[config.mk]
export PLATFORM = sky130hd
export DESIGN_NAME = rgb565_frame_reader
export DESIGN_NICKNAME = d
export VERILOG_FILES = /design/src/rtl/rgb565_frame_reader_pkg.sv /design/src/rtl/rgb565_frame_reader_pix_fifo2.sv /design/src/rtl/rgb565_frame_reader.sv
export SDC_FILE = /design/constraint.sdc
export NUM_CORES = 1
export LEC_CHECK = 0
export ABC_AREA = 1
export CORE_UTILIZATION = 48
export DETAILED_ROUTE_END_ITERATION = 10
export PLACE_DENSITY = 0.72
export REMOVE_ABC_BUFFERS = 1
export SYNTH_ARGS = -nofsm -noshare
export SYNTH_HDL_FRONTEND = slang
export SYNTH_SLANG_ARGS = --single-unit
[constraint.sdc]
create_clock -name iClk -period 10.85 [get_ports iClk]
set_input_delay 3.255 -clock iClk [delete_from_list [all_inputs] [get_ports iClk]]
set_output_delay 3.255 -clock iClk [all_outputs]
set_load 0.01 [all_outputs]
[src/rtl/rgb565_frame_reader_pkg.sv]
// Constants, FSM encoding and colour expansion used by the RGB565 frame-buffer stages.
package rgb565_frame_reader_pkg;

    localparam int IMG_WIDTH  = 480;
    localparam int IMG_HEIGHT = 272;
    localparam int MEM_DEPTH  = IMG_WIDTH * IMG_HEIGHT;
    localparam int ADDR_WIDTH = 17;
    localparam int DATA_WIDTH = 16;
    localparam int PIX_WIDTH  = 24;
    localparam int FIFO_WIDTH = PIX_WIDTH + 3;

    typedef enum logic [1:0] {
        ST_IDLE,
        ST_RUN,
        ST_DRAIN,
        ST_DONE
    } state_t;

    // Bit replication keeps full-scale codes full-scale (0x1F -> 0xFF).
    function automatic logic [PIX_WIDTH-1:0] rgb565_to_888(input logic [15:0] rgb);
        return {rgb[15:11], rgb[15:13], rgb[10:5], rgb[10:9], rgb[4:0], rgb[4:2]};
    endfunction

endpackage

[src/rtl/rgb565_frame_reader_pix_fifo2.sv]
// Two-entry synchronous FIFO with clock enable; head is shown combinationally.
module pix_fifo2
    import rgb565_frame_reader_pkg::*;
#(
    parameter int WIDTH = FIFO_WIDTH
) (
    input  logic             iClk,
    input  logic             iRst_n,
    input  logic             clk_en,
    input  logic             push,
    input  logic [WIDTH-1:0] wdata,
    input  logic             pop,
    output logic [WIDTH-1:0] rdata,
    output logic             empty,
    output logic [1:0]       count
);

    logic       wr_ptr_reg;
    logic       rd_ptr_reg;
    logic [1:0] count_reg;
    logic       do_push;
    logic       do_pop;

    assign do_push = push && (count_reg != 2'd2);
    assign do_pop  = pop && (count_reg != 2'd0);

    for (genvar gi = 0; gi < 2; gi++) begin : g_entry
        logic [WIDTH-1:0] entry_reg;

        always_ff @(posedge iClk or negedge iRst_n) begin
            if (!iRst_n) begin
                entry_reg <= '0;
            end else if (clk_en && do_push && (wr_ptr_reg == 1'(gi))) begin
                entry_reg <= wdata;
            end
        end
    end

    assign rdata = rd_ptr_reg ? g_entry[1].entry_reg : g_entry[0].entry_reg;
    assign empty = (count_reg == 2'd0);
    assign count = count_reg;

    always_ff @(posedge iClk or negedge iRst_n) begin
        if (!iRst_n) begin
            wr_ptr_reg <= 1'b0;
            rd_ptr_reg <= 1'b0;
            count_reg  <= 2'd0;
        end else if (clk_en) begin
            if (do_push) wr_ptr_reg <= ~wr_ptr_reg;
            if (do_pop)  rd_ptr_reg <= ~rd_ptr_reg;
            count_reg <= count_reg + {1'b0, do_push} - {1'b0, do_pop};
        end
    end

endmodule

[src/rtl/rgb565_frame_reader.sv]
// Reads a completed RGB565 frame from RAM in raster order and streams it as RGB888
// with SOF/EOL/EOF markers over valid/ready.
module rgb565_frame_reader
    import rgb565_frame_reader_pkg::*;
#(
    parameter int IMG_WIDTH  = rgb565_frame_reader_pkg::IMG_WIDTH,
    parameter int IMG_HEIGHT = rgb565_frame_reader_pkg::IMG_HEIGHT,
    parameter int ADDR_WIDTH = rgb565_frame_reader_pkg::ADDR_WIDTH,
    parameter int DATA_WIDTH = rgb565_frame_reader_pkg::DATA_WIDTH
) (
    input  logic                  iClk,
    input  logic                  iRst_n,
    input  logic                  i_Clk_en,
    input  logic                  i_start,
    output logic                  o_rd_en,
    output logic [ADDR_WIDTH-1:0] o_rd_addr,
    input  logic [DATA_WIDTH-1:0] i_rd_data,
    output logic [23:0]           o_pix,
    output logic                  o_valid,
    input  logic                  i_ready,
    output logic                  o_sof,
    output logic                  o_eol,
    output logic                  o_eof,
    output logic                  o_busy,
    output logic                  o_done
);

    localparam int X_W = (IMG_WIDTH > 1) ? $clog2(IMG_WIDTH) : 1;
    localparam int Y_W = (IMG_HEIGHT > 1) ? $clog2(IMG_HEIGHT) : 1;

    state_t                  state_reg;
    logic [ADDR_WIDTH-1:0]   rd_addr_reg;
    logic [X_W-1:0]          x_reg;
    logic [Y_W-1:0]          y_reg;
    logic                    rvalid_reg;
    logic [2:0]              side_reg;
    logic                    busy_reg;
    logic                    done_reg;

    logic [FIFO_WIDTH-1:0]   fifo_wdata;
    logic [FIFO_WIDTH-1:0]   fifo_rdata;
    logic                    fifo_pop;
    logic                    fifo_empty;
    logic [1:0]              fifo_count;
    logic [2:0]              credit_used;
    logic                    issue;
    logic                    last_addr;
    logic                    sof_c;
    logic                    eol_c;
    logic                    eof_c;

    // A pop in this cycle frees its slot in time for a read issued now, which is
    // what lets two credits sustain one pixel per cycle across the RAM latency.
    assign fifo_pop    = ~fifo_empty & i_ready;
    assign credit_used = {2'b00, rvalid_reg} + {1'b0, fifo_count} - {2'b00, fifo_pop};
    assign issue       = (state_reg == ST_RUN) && (credit_used < 3'd2);

    assign last_addr = (rd_addr_reg == ADDR_WIDTH'(IMG_WIDTH * IMG_HEIGHT - 1));
    assign sof_c     = (x_reg == '0) && (y_reg == '0);
    assign eol_c     = (x_reg == X_W'(IMG_WIDTH - 1));
    assign eof_c     = eol_c && (y_reg == Y_W'(IMG_HEIGHT - 1));

    assign fifo_wdata = {rgb565_to_888(i_rd_data[15:0]), side_reg};

    pix_fifo2 #(
        .WIDTH (FIFO_WIDTH)
    ) u_pix_fifo2 (
        .iClk   (iClk),
        .iRst_n (iRst_n),
        .clk_en (i_Clk_en),
        .push   (rvalid_reg),
        .wdata  (fifo_wdata),
        .pop    (fifo_pop),
        .rdata  (fifo_rdata),
        .empty  (fifo_empty),
        .count  (fifo_count)
    );

    always_ff @(posedge iClk or negedge iRst_n) begin
        if (!iRst_n) begin
            state_reg   <= ST_IDLE;
            rd_addr_reg <= '0;
            x_reg       <= '0;
            y_reg       <= '0;
            rvalid_reg  <= 1'b0;
            side_reg    <= 3'b000;
            busy_reg    <= 1'b0;
            done_reg    <= 1'b0;
        end else if (i_Clk_en) begin
            rvalid_reg <= issue;
            done_reg   <= 1'b0;
            if (issue) side_reg <= {sof_c, eol_c, eof_c};

            case (state_reg)
                ST_IDLE: begin
                    if (i_start) begin
                        state_reg   <= ST_RUN;
                        rd_addr_reg <= '0;
                        x_reg       <= '0;
                        y_reg       <= '0;
                        busy_reg    <= 1'b1;
                    end
                end
                ST_RUN: begin
                    if (issue) begin
                        rd_addr_reg <= rd_addr_reg + 1'b1;
                        if (eol_c) begin
                            x_reg <= '0;
                            y_reg <= y_reg + 1'b1;
                        end else begin
                            x_reg <= x_reg + 1'b1;
                        end
                        if (last_addr) state_reg <= ST_DRAIN;
                    end
                end
                ST_DRAIN: begin
                    if (fifo_pop && fifo_rdata[0]) begin
                        state_reg <= ST_DONE;
                        busy_reg  <= 1'b0;
                        done_reg  <= 1'b1;
                    end
                end
                ST_DONE: begin
                    state_reg <= ST_IDLE;
                end
                default: begin
                    state_reg <= ST_IDLE;
                end
            endcase
        end
    end

    assign o_rd_en   = issue;
    assign o_rd_addr = rd_addr_reg;
    assign o_pix     = fifo_rdata[FIFO_WIDTH-1:3];
    assign o_sof     = fifo_rdata[2];
    assign o_eol     = fifo_rdata[1];
    assign o_eof     = fifo_rdata[0];
    assign o_valid   = ~fifo_empty;
    assign o_busy    = busy_reg;
    assign o_done    = done_reg;

endmodule
==> results.md <==
- Outcome: complete, no violations
- P_leak: between 2 and 3 nW
- CTS tree: yes
- Total global-route track usage: 0.210
- Clock buffer depth: 2
- Cell total after placement: about 790
- CP max FO: 3
- Setup WS post-layout: between 1.5 and 2 ns
- Drt pass-1 iters: 4
- Total of max-cap violations: 0
- Slew HR: 0.284
- Initial antenna violation count: 0
- Clk slew on worst S/H paths: 0.09 ns
- # resized after CTS: 0
- Total power: around 1.1 mW
- Fin crit share: 0.842
- Cts hold-fix bufs: 0
- Core ar.: about 0.0094 mm²
- H-Tree Depth: 3
- Final instance area: roughly 0.0055 mm²
- Post-Place Setup Slack: between 1.5 and 2 ns
- Initial Utilization: 0.501
- First-iteration detailed-routing DRC count: ~170
- Power per cell area: about 200 mW/mm²
- Crit. End Element: primary output
- Mapped Avg Cell Area: ~7.6 µm²
- Largest net degree at the start of global routing: 86
- Num CTS Buffers: 9
- Slew @ Worst Pin: ~1.1 ns
- Routed len/inst: between 10 and 15 µm
- Top_reg_cell synth: dfrtp_1
- Layout Skew: between 0.01 and 0.015 ns
- Die area: 0.0102 mm²
- Share of cells above drive strength 1: 0.0723
- Die W: just over 100 µm
- Unique cell type count in the Yosys netlist: 35
- WP data arrival: 5.88 ns
- Startpoint types: input pin
- DR vias: roughly 4000
- Antenna Nets Post-Route: 0
- Critical Path RT: between 7 and 8 ns
- Fillcell total: ~900
- Final hold viol count: 0
- Synthesized cell area: roughly 0.0047 mm²
- Critical Path Start: i_ready
- Cells on worst reg2reg path: 13
- Hold_ws: between 0.4 and 0.5 ns
- Sequential area share after synthesis: 0.453
- Area delta synth->final: 18.2%
- Grt ovf: 0
- RePlAce Congestion: just over 0.8
- First-pass GRT wire length: roughly 17000 µm
- Critical path class: input pin to primary output
- Fmax: ~110 MHz
- Antenna Diode Count: 0
- Vias in the first global route: approximately 3800
- Total Nets Final: 706
- Post-synth ARST share: 1.00
- Dpl hpwl: around 7000 µm
- Total Neg Setup Slack: 0 ns
- Routed WL: 9910 µm
- Max-slew violation count: 0
- Placement Cell Area: around 0.0054 mm²
- Worst R2R Setup Slack: about 7.9 ns
- EDFF count, synth: 0
- Worst r2r dst: o_rd_addr[10]
- Yosys reg bits: 85
- Final Util: 0.592
- Clk sinks: 85
- Non-Filler Instances: 807
- Setup repair bufs after CTS: 0
- Die Y: about 100 µm
- Row count: 35
- Worst r2r src: u_pix_fifo2.count[1]
- PortBufs: slightly below 70
- Peak supply drop: slightly above 0.00008 V
- Cell count after synthesis: 620
- Max FFs per register: 38
- HP Class: flip-flop to flip-flop
- RSZ-0062 raised after global routing: no
- Setup violators final: 0
- Tmin final: about 9.1 ns
- Root Driver: clkbuf_8
- Drt via density: between 4 and 5
- Storage cell area: around 0.0021 mm²
- Critical Path Sink: o_rd_en
- Syn. warnings: 0
- Clock Latency Late Sink: approximately 0.36 ns
- Io pins: 69
- DR DRC count: 0
- Multi-input logic area: 0.00210 mm²
-- power breakdown --
part | switching (mW) | leakage [nW] | internal (mW) | total, mW
registers | 0.0570 | 1.14 | 0.389 | 0.446
clock network | 0.126 | 0.0918 | 0.0935 | 0.219
logic | 0.260 | 1.39 | 0.198 | 0.458
-- critical path, stage by stage --
cell and delay, ns:
clkdlybuf4s50_1 0.49, o21a_1 0.17, ha_1 0.23, or2_2 0.30, fa_1 0.54, nand2_2 0.08, nor2_4 0.12, nand2_1 0.08
inv_1 0.08, clkdlybuf4s50_1 0.53
-- cells by family after synthesis --
family | Yosys count | synth area share
simple gates | 329 | 0.294
fa+ha+maj | 12 | 0.0336
compound gates | 84 | 0.103
xor+xnor | 9 | 0.0168
buf+inv | 101 | 0.0990
flops | 85 | 0.453
-- metal layers --
metal | GRT usage | part of all wire | vias up
met5 | 0 | 0 | -
met4 | 0.0702 | 0.013 | 0
met3 | 0.0291 | 0.039 | 12
met2 | 0.355 | 0.47 | 82
met1 | 0.278 | 0.48 | 1884
li1 | - | - | 2035
-- final cells by class --
cell class	count	area share
clock buffer	10	0.0248
clock inverter	6	0.00948
inverter	73	0.0494
multi-input combinational	434	0.379
sequential	85	0.384
tap	129	0.0291
timing repair buffer	70	0.125
-- synthesized netlist by cell type (4+ instances only) --
cell,instances,area share
nand2_1,227,0.18
dfrtp_1,85,0.45
inv_1,70,0.056
o21ai_0,42,0.045
nor2_1,39,0.031
nand3_1,33,0.035
o21ai_1,18,0.019
o21ai_2,13,0.024
ha_1,11,0.029
buf_4,9,0.014
nand4_1,9,0.012
clkbuf_1,8,0.0064
xor2_1,7,0.013
buf_6,6,0.014
a21oi_1,5,0.0053
nand2_2,4,0.0053
-- cell usage in the layout (no fill, tap or decap), types with 2 or more instances in the layout --
master,instances
inv_2,3
a21oi_1,5
nand4_1,9
buf_4,3
clkdlybuf4s50_1,67
dfrtp_1,85
o21a_1,2
xor2_1,7
clkinvlp_4,2
nand3_1,33
nand2_2,4
o21ai_0,42
xnor2_1,2
nor3_1,3
nor2_1,39
o21ai_2,13
o21bai_1,2
nand2_1,227
inv_6,3
inv_1,70
clkbuf_8,10
o21ai_1,18
nor4_1,3
or2_2,3
ha_1,11
nand3b_1,2
-- how the worst min path moves through the flow --
stage / start / end / slack (ns) / depth (start not counted)
after floorplan: side_reg[2] / side_reg[2] / 0.45 / 2
after global placement: u_pix_fifo2.g_entry[1].entry_reg[22] / u_pix_fifo2.g_entry[1].entry_reg[22] / 0.47 / 2
after detailed placement: o_busy / o_busy / 0.46 / 2
after CTS: side_reg[2] / side_reg[2] / 0.49 / 2
after global routing: u_pix_fifo2.g_entry[0].entry_reg[23] / u_pix_fifo2.g_entry[0].entry_reg[23] / 0.51 / 2
final: u_pix_fifo2.g_entry[0].entry_reg[6] / u_pix_fifo2.g_entry[0].entry_reg[6] / 0.49 / 2
No activity file was read; power rests on OpenSTA's default activity.
